[src/rtl/seat_pkg.sv]
// Shared types for the seat allocator slice: widths, FSM states, response codes.
package seat_pkg;

    localparam int unsigned STUDENT_W = 25;
    localparam int unsigned SEAT_W    = 8;

    typedef logic [STUDENT_W-1:0] student_no_t;
    typedef logic [SEAT_W-1:0]    seat_no_t;

    typedef enum logic [2:0] {
        ST_IDLE,
        ST_CHECK,
        ST_SCAN,
        ST_WRITE,
        ST_RESP
    } alloc_state_e;

    typedef enum logic [1:0] {
        RESP_OK   = 2'b00,
        RESP_FULL = 2'b01,
        RESP_DUP  = 2'b10
    } resp_code_e;

    // Next seat index in a ring of n seats.
    function automatic seat_no_t seat_wrap_inc(input seat_no_t s, input int unsigned n);
        return (32'(s) + 1 >= n) ? '0 : s + 1'b1;
    endfunction

endpackage

[src/rtl/seat_occ_map.sv]
// Seat occupancy bitmap with set/release arbitration, occupied count, full flag
// and a free-bit lookup for one seat index.
module seat_occ_map
    import seat_pkg::*;
#(
    parameter int unsigned NUM_SEATS = 32,
    parameter int unsigned CNT_W     = $clog2(NUM_SEATS + 1)
) (
    input  logic             clk,
    input  logic             rst_n,
    input  logic             set_en,
    input  seat_no_t         set_seat,
    input  logic             rel_en,
    input  seat_no_t         rel_seat,
    input  seat_no_t         look_seat,
    output logic             look_free,
    output logic [CNT_W-1:0] occ_count,
    output logic             full
);

    logic [NUM_SEATS-1:0] occ;
    logic [NUM_SEATS-1:0] occ_nxt;
    logic                 rel_hit;
    logic [CNT_W-1:0]     cnt_nxt;

    // Out-of-range indices never match a bit, so they fall out as no-ops; a set
    // wins over a release of the same seat, which is free until this edge.
    always_comb begin
        occ_nxt   = occ;
        rel_hit   = 1'b0;
        look_free = 1'b0;
        for (int unsigned i = 0; i < NUM_SEATS; i++) begin
            occ_nxt[i] = (set_en && 32'(set_seat) == i) ||
                         (occ[i] && !(rel_en && 32'(rel_seat) == i));
            if (rel_en && 32'(rel_seat) == i && occ[i] && !(set_en && set_seat == rel_seat))
                rel_hit = 1'b1;
            if (32'(look_seat) == i)
                look_free = !occ[i];
        end
    end

    always_comb begin
        cnt_nxt = occ_count;
        if (set_en && !rel_hit)
            cnt_nxt = occ_count + CNT_W'(1);
        else if (!set_en && rel_hit)
            cnt_nxt = occ_count - CNT_W'(1);
    end

    always_ff @(posedge clk or negedge rst_n) begin
        if (!rst_n) begin
            occ       <= '0;
            occ_count <= '0;
            full      <= 1'b0;
        end else begin
            occ       <= occ_nxt;
            occ_count <= cnt_nxt;
            full      <= (cnt_nxt == CNT_W'(NUM_SEATS));
        end
    end

endmodule

[src/rtl/seat_allocator.sv]
// Seat request front end: FSM, request capture, wrapping free-seat scan, seat table write
// and response. Define DUP_CHECK_EN to reject a student number that already holds a seat.
module seat_allocator
    import seat_pkg::*;
#(
    parameter int unsigned NUM_SEATS = 32
) (
    input  logic                           clk_alloc,
    input  logic                           rst_n_alloc,
    input  logic                           req_valid,
    output logic                           req_ready,
    input  logic [STUDENT_W-1:0]           req_student_no,
    input  logic [SEAT_W-1:0]              req_pref_seat,
    input  logic                           rel_valid,
    input  logic [SEAT_W-1:0]              rel_seat,
    output logic                           wr_en,
    output logic [STUDENT_W-1:0]           wr_student_no,
    output logic [SEAT_W-1:0]              wr_seat_no,
    output logic                           resp_valid,
    output logic [1:0]                     resp_code,
    output logic [SEAT_W-1:0]              resp_seat,
    output logic [$clog2(NUM_SEATS+1)-1:0] occ_count,
    output logic                           full
);

    localparam int unsigned CNT_W = $clog2(NUM_SEATS + 1);

    alloc_state_e state;
    student_no_t  stu_q;
    seat_no_t     pref_q;
    seat_no_t     ptr;
    seat_no_t     seat_q;
    seat_no_t     look_seat;
    resp_code_e   code_q;
    logic         look_free;
    logic         dup_hit;
    logic         write_now;

    assign req_ready = (state == ST_IDLE);
    assign write_now = (state == ST_WRITE);
    assign look_seat = (state == ST_SCAN) ? ptr : pref_q;

    seat_occ_map #(
        .NUM_SEATS(NUM_SEATS),
        .CNT_W    (CNT_W)
    ) u_occ_map (
        .clk      (clk_alloc),
        .rst_n    (rst_n_alloc),
        .set_en   (write_now),
        .set_seat (seat_q),
        .rel_en   (rel_valid),
        .rel_seat (rel_seat),
        .look_seat(look_seat),
        .look_free(look_free),
        .occ_count(occ_count),
        .full     (full)
    );

`ifdef DUP_CHECK_EN
    student_no_t          shadow_stu [NUM_SEATS];
    logic [NUM_SEATS-1:0] shadow_vld;

    always_ff @(posedge clk_alloc or negedge rst_n_alloc) begin
        if (!rst_n_alloc) begin
            shadow_vld <= '0;
        end else begin
            for (int unsigned i = 0; i < NUM_SEATS; i++) begin
                if (write_now && 32'(seat_q) == i)
                    shadow_vld[i] <= 1'b1;
                else if (rel_valid && 32'(rel_seat) == i)
                    shadow_vld[i] <= 1'b0;
            end
        end
    end

    always_ff @(posedge clk_alloc) begin
        for (int unsigned i = 0; i < NUM_SEATS; i++)
            if (write_now && 32'(seat_q) == i)
                shadow_stu[i] <= stu_q;
    end

    always_comb begin
        dup_hit = 1'b0;
        for (int unsigned i = 0; i < NUM_SEATS; i++)
            if (shadow_vld[i] && shadow_stu[i] == stu_q)
                dup_hit = 1'b1;
    end
`else
    assign dup_hit = 1'b0;
`endif

    always_ff @(posedge clk_alloc or negedge rst_n_alloc) begin
        if (!rst_n_alloc) begin
            state         <= ST_IDLE;
            stu_q         <= '0;
            pref_q        <= '0;
            ptr           <= '0;
            seat_q        <= '0;
            code_q        <= RESP_OK;
            wr_en         <= 1'b0;
            wr_student_no <= '0;
            wr_seat_no    <= '0;
            resp_valid    <= 1'b0;
            resp_code     <= '0;
            resp_seat     <= '0;
        end else begin
            wr_en      <= 1'b0;
            resp_valid <= 1'b0;
            case (state)
                ST_IDLE: begin
                    if (req_valid) begin
                        stu_q  <= req_student_no;
                        pref_q <= (32'(req_pref_seat) < NUM_SEATS) ? req_pref_seat : '0;
                        state  <= ST_CHECK;
                    end
                end
                ST_CHECK: begin
                    if (full) begin
                        code_q <= RESP_FULL;
                        state  <= ST_RESP;
                    end else if (dup_hit) begin
                        code_q <= RESP_DUP;
                        state  <= ST_RESP;
                    end else if (look_free) begin
                        seat_q <= pref_q;
                        state  <= ST_WRITE;
                    end else begin
                        ptr   <= seat_wrap_inc(pref_q, NUM_SEATS);
                        state <= ST_SCAN;
                    end
                end
                ST_SCAN: begin
                    if (look_free) begin
                        seat_q <= ptr;
                        state  <= ST_WRITE;
                    end else begin
                        ptr <= seat_wrap_inc(ptr, NUM_SEATS);
                    end
                end
                ST_WRITE: begin
                    wr_en         <= 1'b1;
                    wr_student_no <= stu_q;
                    wr_seat_no    <= seat_q;
                    code_q        <= RESP_OK;
                    state         <= ST_RESP;
                end
                ST_RESP: begin
                    resp_valid <= 1'b1;
                    resp_code  <= code_q;
                    resp_seat  <= (code_q == RESP_OK) ? seat_q : '0;
                    state      <= ST_IDLE;
                end
                default: state <= ST_IDLE;
            endcase
        end
    end

endmodule

[config.mk]
export PLATFORM = sky130hd
export DESIGN_NAME = seat_allocator
export DESIGN_NICKNAME = d
export VERILOG_FILES = /design/src/rtl/seat_pkg.sv /design/src/rtl/seat_occ_map.sv /design/src/rtl/seat_allocator.sv
export SDC_FILE = /design/constraint.sdc
export NUM_CORES = 1
export LEC_CHECK = 0
export ABC_AREA = 1
export ABC_CLOCK_PERIOD_IN_PS = 3700
export CAP_MARGIN = 40
export CORE_ASPECT_RATIO = 0.9
export CORE_MARGIN = 4
export CORE_UTILIZATION = 55
export DETAILED_ROUTE_END_ITERATION = 12
export PLACE_DENSITY = 0.77
export REMOVE_ABC_BUFFERS = 1
export SETUP_SLACK_MARGIN = 0.4
export SYNTH_ARGS = -nofsm -noshare
export SYNTH_HDL_FRONTEND = slang
export SYNTH_SLANG_ARGS = --single-unit
[constraint.sdc]
create_clock -name clk_alloc -period 3.7 [get_ports clk_alloc]
set_input_delay 0.74 -clock clk_alloc [delete_from_list [all_inputs] [get_ports clk_alloc]]
set_output_delay 0.74 -clock clk_alloc [all_outputs]
set_load 0.005 [all_outputs]
==> results.toml <==
[outcome]
outcome = "finished clean"

[final_layout]
antenna_cells_inserted = 0
final_common_cell = "sky130_fd_sc_hd__nand2_1"
final_nets = 1066
fillcell_total = 840
layout.cells.most_common_list = "sky130_fd_sc_hd__nand2_1 (260), sky130_fd_sc_hd__dfrtp_1 (134), sky130_fd_sc_hd__inv_1 (95)"
layout_area_growth_over_synthesis_pct = 35.0
drive_above_1_share = 0.177

[global_route]
grt_most_used_layer = "met2"
first_global_vias = 6245
total_congestion_overflow = 0
groute.layer.met2.usage = 0.457
initial_antenna_violation_count = 0
global_route_wire_length_before_repair_um = 32300
grt_start_max_net_pins = 83
globalRouteMet1Util = 0.387
globalRouteTotalUtil = 0.287
groute.layer.met3.usage = 0.0801

[die]
core_area_sq_um = 12100
die_w_um = 126
floorplan.die_area_sq_um = 14300
io-pin-count = 98
floorplan.die.height_um = 114
floorplan.initialDensity = 0.566
std_cell_rows = 38

[logic_synthesis]
ys.flop_type = "sky130_fd_sc_hd__dfrtp_1"
synth.largest_area_cell = "sky130_fd_sc_hd__dfrtp_1"
netlist_top_cells_area = "sky130_fd_sc_hd__dfrtp_1 (50%), sky130_fd_sc_hd__nand2_1 (15%), sky130_fd_sc_hd__o21ai_0 (6.4%)"
synth-edff-count = 0
ys_seq_area_frac = 0.496
synth_area_per_cell_sq_um = 7.87
syn_area_sq_um = 6870
yosys_warnings = 0
post_synth_num_cell_types = 52
syn_inst = 873
asyncSetResetFlopFracSynth = 1.00
synth_largest_type_area_fraction = 0.496
synth.ff_latch_count = 136

[critical_path]
critical_path_launch_point_type = "register"
regToRegSetupSlack_ps = 490
critical_path.endpoint = "seat_q[3]"
worstSetupEndpointType = "register"
slowest_delay_ps = 440
end_of_the_worst_register_to_register_path = "seat_q[3]"
worst-endpoint-required_ps = 4050
critical_path_buf_inv_count = 2
critPathTopFamily = "simple AND/OR/NAND/NOR gates"
critical_path.slowest_cell = "sky130_fd_sc_hd__dfrtp_2"
timing.reg2reg.worst_path_depth = 30
path_max_fanout = 9
worst_ep_arrival_time_ps = 3550
worst_r2r_startpoint = "state[1]"
cpMostUsedCell = "sky130_fd_sc_hd__nand2_1"
worst-setup-path-type = "register to register"
crit_cells = 30
startpoint = "state[1]"

[timing]
max-slew-margin-rel = 0.533
fmax_mhz = 312
setup_viol_count_final = 0
finalClockSkew_ps = 9.65
final_period_minus_worst_setup_slack_ps = 3210
fin_crit_sh = 0.867
timing.final.hold_violations = 0
fin_hold_ws_ps = 195
timing_worst_slew_pin_value_ps = 698
final_max_slew_viols = 0
rsz0062_at_grt = "true"
total_neg_setup_slack_ps = 0

[clock_network]
post_cts_hold_buffer_count = 0
cts_inserted_buffers = 17
buffer_type_at_the_clock_tree_root = "sky130_fd_sc_hd__clkbuf_16"
clock_sink_count = 136
cts-htree-levels = 4
tritoncts_clock_tree = "built"
clock_latency_at_the_later_pin_of_the_worst_skew_pair_ps = 430
cts.clk_slew.worst_paths_ps = 60
ctsLongestPathBuffers = 2

[routing]
route.vias.total = 6683
drtPass1Iterations = 7
detail_route.wl_per_cell_um = 17.3
drt-total-wl_um = 20500
detailedRoute.firstIterationViolations = 954
drc = 0
final_antenna_net_count = 0
vias_per_cell = 5.63

[place]
routabilityCongestion = 0.964
hpwl_um = 13900
place.port_buffers = 96

[pwr]
ir_worst_vdd_uv = 448
power.density_nw_per_um2 = 767
p_leak_nw = 4.52
totalPowerFinal_mw = 7.11

[min_path]
min-delay-path-class = "input pin to asynchronous set/reset pin"

[run]
max_cap_violations = 0
-- layout make-up --
class                   instances  area [sq um]  share of cell area
clock buffers                  21           460              0.0497
multi-input cells             602          3240               0.350
well taps                     160           200              0.0216
flip-flops and latches        136          3410               0.367
inverters                     114           450              0.0486
clock inverters                11           121              0.0131
repair buffers                144          1390               0.150
-- state kept, by name, summed over array words and instances (netlist names), 3 cells and up --
signal	flops
seat_q	8
stu_q	25
state	3
u_occ_map.occ_count	6
ptr	8
resp_seat	8
pref_q	8
wr_student_no	25
wr_seat_no	8
u_occ_map.occ	32
-- worst min-delay path by stage --
stage / endpoint
floorplan: code_q[0]
global placement: wr_student_no[0]
detailed placement: pref_q[5]
CTS: wr_student_no[20]
global route: wr_student_no[20]
finish: wr_student_no[20]
-- cell usage after synthesis, drive strengths merged, types with 3 or more instances --
cell	count
o41ai	3
buf	9
nand3	50
nand2	286
a21oi	3
inv	113
nor3	10
xor2	6
o21ai	104
o2111ai	5
dfrtp	136
ha	6
clkbuf	15
nor4	7
o221ai	3
nor2	69
o22ai	9
nand4	14
-- through the flow --
step | instances | instance area [sq um] | setup WS, ps | util
global placement | 1132 | 8140 | -47.3 | 0.671
floorplan | 849 | 6750 | -44.0 | -
global route | 1188 | 9270 | 181 | 0.765
finish | 1188 | 9270 | 494 | 0.765
CTS | 1171 | 8860 | 407 | 0.731
detailed placement | 1133 | 8170 | -174 | 0.673
-- power breakdown --
part	internal, mW	total (mW)	leakage, nW	switching (mW)
sequential	1.94	2.28	1.65	0.343
clock	1.03	1.67	0.283	0.646
combinational	1.27	3.16	2.59	1.89
total	4.23	7.11	4.52	2.88
-- worst register-to-register path, delay by kind of cell, from the launching register on --
kind | cells | cell delay (ps)
AND/OR/NAND/NOR | 25 | 2050
flip-flops | 1 | 440
buffers and inverters | 2 | 330
AO/OA/AOI/OAI | 3 | 310
-- per-layer routing --
metal / up-vias / part of all wire
li1: 3118 / -
met1: 3201 / 0.42
met2: 321 / 0.47
met3: 43 / 0.081
met4: 0 / 0.021
met5: - / 0
-- what timing repair did --
item / CTS / global route
cloned: 4 / 0
gates resized for setup: 18 / 89
setup endpoints to repair: 17 / 19
hold endpoints to repair: 0 / 0
pin swaps: 3 / 20
buffers inserted: 2 / 17
-- kinds of logic after synthesis --
group	count (synthesis)	synth area share
adder cells (fa/ha/maj)	6	0.0109
AO/OA/AOI/OAI	144	0.127
buffers and inverters	138	0.0807
other	1	0.000546
multiplexers	1	0.00146
AND/OR/NAND/NOR	439	0.274
XOR/XNOR	8	0.0102
flip-flops	136	0.496
Power figures use the tool's default switching activity.
